**src/rtl/alu_issue_queue_if.sv**
```systemverilog
// Request/issue bundle for alu_issue_queue.
//   master : upstream requester + result-capture side (drives requests and out_ready)
//   slave  : the issue queue (drives in_ready, ALU operands, out_valid, status)
// Signals: in_valid/in_ready/in_a/in_b/in_opcode request handshake,
//          alu_a/alu_b/alu_opcode head operands toward the ALU,
//          out_valid/out_ready issue handshake, illegal_pulse, count occupancy.
interface alu_issue_queue_if #(
  parameter int unsigned DEPTH = 4,
  parameter int unsigned WIDTH = 16
);
  localparam int unsigned CntW = $clog2(DEPTH) + 1;

  logic             in_valid;
  logic             in_ready;
  logic [WIDTH-1:0] in_a;
  logic [WIDTH-1:0] in_b;
  logic [3:0]       in_opcode;
  logic [WIDTH-1:0] alu_a;
  logic [WIDTH-1:0] alu_b;
  logic [3:0]       alu_opcode;
  logic             out_valid;
  logic             out_ready;
  logic             illegal_pulse;
  logic [CntW-1:0]  count;

  modport master (
    output in_valid, in_a, in_b, in_opcode, out_ready,
    input  in_ready, alu_a, alu_b, alu_opcode, out_valid, illegal_pulse, count
  );

  modport slave (
    input  in_valid, in_a, in_b, in_opcode, out_ready,
    output in_ready, alu_a, alu_b, alu_opcode, out_valid, illegal_pulse, count
  );
endinterface

```
**src/rtl/alu_issue_queue.sv**
```systemverilog
// alu_issue_queue: small FIFO issue stage in front of the 16-bit add/sub/le ALU.
// Accepts {a, b, opcode} requests, silently drops opcodes the ALU does not implement
// (flagging them with a one-cycle illegal_pulse), and presents the head entry to the ALU.
// Ports:
//   clk           rising-edge clock
//   rst           synchronous active-high reset (flushes pointers and count)
//   bus (slave)   request handshake, ALU head operands, issue handshake, status
// Optional build macro ALU_ISSUE_STATS_EN adds:
//   issued_cnt  (32b, wraps)     number of pops
//   dropped_cnt (16b, saturates) number of illegal opcodes dropped
//   full_cycles (32b, wraps)     cycles spent with the queue full
module alu_issue_queue #(
  parameter int unsigned DEPTH = 4,
  parameter int unsigned WIDTH = 16
) (
  input  logic                clk,
  input  logic                rst,
  alu_issue_queue_if.slave    bus
`ifdef ALU_ISSUE_STATS_EN
  ,
  output logic [31:0]         issued_cnt,
  output logic [15:0]         dropped_cnt,
  output logic [31:0]         full_cycles
`endif
);

  localparam int unsigned PtrW = $clog2(DEPTH);
  localparam int unsigned CntW = PtrW + 1;
  localparam logic [CntW-1:0] Full = CntW'(DEPTH);

  logic [WIDTH-1:0] mem_a  [DEPTH];
  logic [WIDTH-1:0] mem_b  [DEPTH];
  logic [3:0]       mem_op [DEPTH];

  logic [PtrW-1:0] wr_ptr_q, wr_ptr_d;
  logic [PtrW-1:0] rd_ptr_q, rd_ptr_d;
  logic [CntW-1:0] count_q, count_d;
  logic            illegal_q, illegal_d;

  logic op_legal;
  logic accept;
  logic push;
  logic pop;
  logic not_empty;

  always_comb begin
    op_legal  = (bus.in_opcode == 4'h0) || (bus.in_opcode == 4'h1) ||
                (bus.in_opcode == 4'h3);
    not_empty = (count_q != '0);
    pop       = not_empty && bus.out_ready;
    // A pop in the same cycle frees a slot, so a full queue keeps accepting while draining.
    bus.in_ready = (count_q != Full) || pop;
    accept    = bus.in_valid && bus.in_ready;
    push      = accept && op_legal;
  end

  always_comb begin
    wr_ptr_d  = push ? wr_ptr_q + 1'b1 : wr_ptr_q;
    rd_ptr_d  = pop  ? rd_ptr_q + 1'b1 : rd_ptr_q;
    illegal_d = accept && !op_legal;
    count_d   = count_q;
    unique case ({push, pop})
      2'b10:   count_d = count_q + 1'b1;
      2'b01:   count_d = count_q - 1'b1;
      default: count_d = count_q;
    endcase
  end

  always_ff @(posedge clk) begin
    if (rst) begin
      wr_ptr_q  <= '0;
      rd_ptr_q  <= '0;
      count_q   <= '0;
      illegal_q <= 1'b0;
    end else begin
      wr_ptr_q  <= wr_ptr_d;
      rd_ptr_q  <= rd_ptr_d;
      count_q   <= count_d;
      illegal_q <= illegal_d;
    end
  end

  // Storage is deliberately not reset; only valid entries are ever presented.
  always_ff @(posedge clk) begin
    if (!rst && push) begin
      mem_a[wr_ptr_q]  <= bus.in_a;
      mem_b[wr_ptr_q]  <= bus.in_b;
      mem_op[wr_ptr_q] <= bus.in_opcode;
    end
  end

  // Empty queue parks the ALU at ADD 0+0.
  always_comb begin
    bus.out_valid     = not_empty;
    bus.count         = count_q;
    bus.illegal_pulse = illegal_q;
    bus.alu_a         = not_empty ? mem_a[rd_ptr_q]  : '0;
    bus.alu_b         = not_empty ? mem_b[rd_ptr_q]  : '0;
    bus.alu_opcode    = not_empty ? mem_op[rd_ptr_q] : 4'h0;
  end

`ifdef ALU_ISSUE_STATS_EN
  logic [31:0] issued_q;
  logic [15:0] dropped_q;
  logic [31:0] full_q;

  always_ff @(posedge clk) begin
    if (rst) begin
      issued_q  <= '0;
      dropped_q <= '0;
      full_q    <= '0;
    end else begin
      if (pop) begin
        issued_q <= issued_q + 32'd1;
      end
      if (accept && !op_legal && (dropped_q != 16'hFFFF)) begin
        dropped_q <= dropped_q + 16'd1;
      end
      if (count_q == Full) begin
        full_q <= full_q + 32'd1;
      end
    end
  end

  assign issued_cnt  = issued_q;
  assign dropped_cnt = dropped_q;
  assign full_cycles = full_q;
`endif

endmodule

```
**src/flat_wrapper.sv**
```systemverilog
// flat-port wrapper written by rule: the top's interface ports become plain ports
module alu_issue_queue_flat 
#(
  parameter int unsigned DEPTH = 4,
  parameter int unsigned WIDTH = 16
)
  (clk, rst, bus_in_valid, bus_in_a, bus_in_b, bus_in_opcode, bus_out_ready, bus_in_ready, bus_alu_a, bus_alu_b, bus_alu_opcode, bus_out_valid, bus_illegal_pulse, bus_count);
  alu_issue_queue_if #(.DEPTH(DEPTH), .WIDTH(WIDTH)) bus_i ();
  input  logic clk;
  input  logic rst;
  input wire logic [$bits(bus_i.in_valid)-1:0] bus_in_valid;
  input wire logic [$bits(bus_i.in_a)-1:0] bus_in_a;
  input wire logic [$bits(bus_i.in_b)-1:0] bus_in_b;
  input wire logic [$bits(bus_i.in_opcode)-1:0] bus_in_opcode;
  input wire logic [$bits(bus_i.out_ready)-1:0] bus_out_ready;
  output wire logic [$bits(bus_i.in_ready)-1:0] bus_in_ready;
  output wire logic [$bits(bus_i.alu_a)-1:0] bus_alu_a;
  output wire logic [$bits(bus_i.alu_b)-1:0] bus_alu_b;
  output wire logic [$bits(bus_i.alu_opcode)-1:0] bus_alu_opcode;
  output wire logic [$bits(bus_i.out_valid)-1:0] bus_out_valid;
  output wire logic [$bits(bus_i.illegal_pulse)-1:0] bus_illegal_pulse;
  output wire logic [$bits(bus_i.count)-1:0] bus_count;
  assign bus_i.in_valid = bus_in_valid;
  assign bus_i.in_a = bus_in_a;
  assign bus_i.in_b = bus_in_b;
  assign bus_i.in_opcode = bus_in_opcode;
  assign bus_i.out_ready = bus_out_ready;
  assign bus_in_ready = bus_i.in_ready;
  assign bus_alu_a = bus_i.alu_a;
  assign bus_alu_b = bus_i.alu_b;
  assign bus_alu_opcode = bus_i.alu_opcode;
  assign bus_out_valid = bus_i.out_valid;
  assign bus_illegal_pulse = bus_i.illegal_pulse;
  assign bus_count = bus_i.count;
  alu_issue_queue #(.DEPTH(DEPTH), .WIDTH(WIDTH)) u_core (.clk(clk), .rst(rst), .bus(bus_i));
endmodule
```
**config.mk**
```make
export PLATFORM = sky130hd
export DESIGN_NAME = alu_issue_queue_flat
export DESIGN_NICKNAME = d
export VERILOG_FILES = /design/src/rtl/alu_issue_queue_if.sv /design/src/rtl/alu_issue_queue.sv /design/src/flat_wrapper.sv
export SDC_FILE = /design/constraint.sdc
export NUM_CORES = 1
export LEC_CHECK = 0
export BUFFER_PORTS_ARGS = -buffer_cell sky130_fd_sc_hd__buf_4
export CORE_AREA = 2 2 106 108
export DETAILED_ROUTE_END_ITERATION = 8
export DIE_AREA = 0 0 108 110
export GPL_TIMING_DRIVEN = 0
export PLACE_DENSITY = 0.78
export SLEW_MARGIN = 20
export SYNTH_ARGS = -nofsm -noshare
export SYNTH_HDL_FRONTEND = slang
export SYNTH_SLANG_ARGS = --single-unit
```
**constraint.sdc**
```tcl
create_clock -name clk -period 5 [get_ports clk]
set_input_delay 0.5 -clock clk [delete_from_list [all_inputs] [get_ports clk]]
set_output_delay 0.5 -clock clk [all_outputs]
set_load 0.01 [all_outputs]
```
==> impl_metrics.json <==
{
  "critical_path.top_delay_family": "simple AND/OR/NAND/NOR gates",
  "core_sq_mm": 0.0107,
  "period_share": 0.584,
  "hpwl_um": 7220,
  "synth_edf_count": 144,
  "cts_root_buf": "clkbuf_8",
  "ys_ff_latch": 154,
  "wl_met1_um": 4620,
  "switching_share": 0.217,
  "rsz0062_at_grt": "no",
  "ys_top_cells_by_area": "edfxtp_1, mux4_2, and2b_1",
  "startpoint": "u_core.bus.count[0]",
  "worstMarginPinSlew_ns": 0.757,
  "synthArstFlopShare": 0,
  "critical_path_cell_count": 4,
  "num_vias": 3065,
  "final_net_count": 455,
  "finalSetupViolations": 0,
  "cts_sinks": 154,
  "powerDensity_mw_per_mm2": 425,
  "ys.flop_type": "edfxtp_1",
  "multi_input_comb_area_sq_mm": 0.00141,
  "critPathMaxStageDelay_ns": 0.63,
  "syn2layout_area_growth_pct": 26.3,
  "ios": 82,
  "seq_area_sq_mm": 0.00452,
  "yosysMostFrequentCell": "edfxtp_1",
  "cp_slowest_cell": "nor3_2",
  "avgSynthCellArea_sq_um": 20.7,
  "status": "complete, no violations",
  "fillers": 692,
  "layout-drive-gt1-share": 0.422,
  "placed_area_sq_mm": 0.00698,
  "clk_path_buf_depth": 2,
  "pre_cts_slack_ns": 2.18,
  "setup_ws_ns": 2.08,
  "p_sw_w": 0.000701,
  "fmax_mhz": 342,
  "fin_area_sq_mm": 0.00759,
  "wire_per_inst_um": 19.2,
  "hp-class": "in2reg",
  "synth.cell_area_sq_mm": 0.00601,
  "p_seq_frac": 0.444,
  "place.gp.congestion": 0.698,
  "crit_path_end_kind": "output pin",
  "maxCapViolCount": 0,
  "synthCells": 291,
  "finalWirelength_um": 10800,
  "crit_type": "reg2out",
  "tritoncts": "built",
  "min_period_ns": 2.92,
  "hold_viol": 0,
  "die_h_um": 110,
  "drc": 0,
  "met2_length_um": 5480,
  "firstDrtPassIters": 4,
  "ff2ff_path_depth": 6,
  "rows": 38,
  "dieArea_sq_mm": 0.0119,
  "avgViaCountPerCell": 5.45,
  "r2r_end": "u_core.mem_a[3][12]",
  "die_w_um": 108,
  "yosysWarningCount": 0,
  "ant_nets": 0,
  "grt_max_degree": 17,
  "cts_buffers": 17,
  "clk_pin_slew_worst_paths_ns": 0.06,
  "relSlewSlack": 0.492,
  "diodes": 0,
  "overflow": 0,
  "skew_ns": 0.00986,
  "ir_drop_uv": 240,
  "crit_path_max_fanout": 10,
  "r2r_start": "u_core.bus.count[0]",
  "synth_nets": 337,
  "tns_ns": 0,
  "synth_cell_types": 28,
  "worstPathRequired_ns": 4.50,
  "route.met3.wl_um": 524,
  "reg2reg_slack_ns": 2.50,
  "ys_seq_area_frac": 0.752,
  "cp.arrival_ns": 2.42,
  "cts_resized": 0,
  "netlist.area_leader.share": 0.719,
  "placed_cells": 530,
  "cts_htree_levels": 4,
  "drt_iter0_drc": 158,
  "grt_usage": 0.199,
  "power_frac_clock": 0.402,
  "numPortBuffers": 81,
  "yosys.area.top_type": "edfxtp_1",
  "postCtsHoldBufs": 0,
  "grt_pass1_vias": 3151,
  "p_int_w": 0.00253,
  "final_cells": 562,
  "start_util": 0.562,
  "insertion_delay_ns": 0.52,
  "path_buf_inv": 2,
  "cp-start-kind": "register",
  "worstPathCellList": "nor3_2 > clkbuf_1 > and2b_1 > buf_4",
  "yosys-top-cells-count": "edfxtp_1, mux4_2, and2b_1",
  "grt_pass1_wl_um": 17000,
  "cp-endpoint": "bus_alu_b[1]",
  "postCtsSetupBuffers": 0,
  "combPwrFrac": 0.154,
  "maxSlewViolCount": 0,
  "finish.utilization": 0.710,
  "antenna_found_initial": 0,
  "routed.top_layer": "met4",
  "p_leak_nw": 2.77
}
## worst reg2reg max path, delay by kind of cell (launching register included)
kind	cells	cell delay (ns)
and+or+nand+nor	3	1.08
DFF	1	0.47
buffers and inverters	3	0.66
## sequential cells by signal (all words and copies together), names as in the netlist, named ones only
| signal | count |
|---|---|
| u_core.mem_b | 64 |
| u_core.rd_ptr_q | 2 |
| u_core.bus.count | 3 |
| u_core.wr_ptr_q | 2 |
| u_core.mem_op | 16 |
| u_core.mem_a | 64 |
| u_core.bus.illegal_pulse | 1 |
## routing by layer
| layer | vias up | GRT usage |
|---|---|---|
| met4 | 0 | 0.0842 |
| met3 | 17 | 0.0435 |
| met1 | 1575 | 0.264 |
| li1 | 1387 | - |
| met2 | 86 | 0.326 |
| met5 | - | 0 |
## power groups by stage
stage	logic (W)	clock network, W	registers, W
after floorplan	0.000290	0	0.00146
after global placement	0.000495	0	0.00146
after detailed placement	0.000506	0	0.00146
after CTS	0.000510	0.00131	0.00144
after global routing	0.000543	0.00137	0.00144
final	0.000498	0.00130	0.00144
## cells by family (layout without fill, tap and decap cells)
kind of cell,Yosys count,in the layout,share of synthesized area
AOI/OAI and AO/OA,8,8,0.0106
buffers and inverters,25,156,0.0179
and+or+nand+nor,56,56,0.0607
xor gates and xnor gates,4,4,0.00582
DFF,154,154,0.752
muxes,38,38,0.139
adders and majority gates,6,6,0.0137
## through the flow
stage          power (W)  hold WS (ns)
6_report         0.00323         0.185
5_1_grt          0.00335         0.167
2_1_floorplan    0.00175         0.482
3_3_place_gp     0.00196         0.497
4_1_cts          0.00326         0.167
3_5_place_dp     0.00197         0.512
## layout make-up
class,count,area share
clock inverter,7,0.0145
clock buffer,25,0.0664
multi-input combinational,112,0.185
inverter,13,0.00643
sequential,154,0.596
timing repair buffer,99,0.101
tap,140,0.0231
buffer,12,0.00774
## how the worst min path moves through the flow
stage	depth (start not counted)	startpoint	slack, ns	end
2_1_floorplan	2	u_core.wr_ptr_q[1]	0.48	u_core.wr_ptr_q[1]
3_3_place_gp	2	u_core.wr_ptr_q[1]	0.50	u_core.wr_ptr_q[1]
3_5_place_dp	2	u_core.rd_ptr_q[1]	0.51	u_core.rd_ptr_q[1]
4_1_cts	1	bus_in_b[2]	0.17	u_core.mem_b[1][2]
5_1_grt	1	bus_in_a[0]	0.17	u_core.mem_a[1][0]
6_report	1	bus_in_a[0]	0.18	u_core.mem_a[1][0]
## placed cells by master, fill, tap and decap left out, types with 6 or more instances in the layout
cell | synthesis | layout
inv_1 | 13 | 13
nor2_1 | 10 | 10
edfxtp_1 | 144 | 144
clkbuf_1 | 4 | 6
clkbuf_16 | 0 | 16
buf_6 | 0 | 6
nor2b_1 | 6 | 6
clkbuf_8 | 0 | 7
dfxtp_1 | 10 | 10
mux4_2 | 36 | 36
buf_4 | 3 | 96
and2b_1 | 30 | 30
Power figures use the tool's default switching activity.
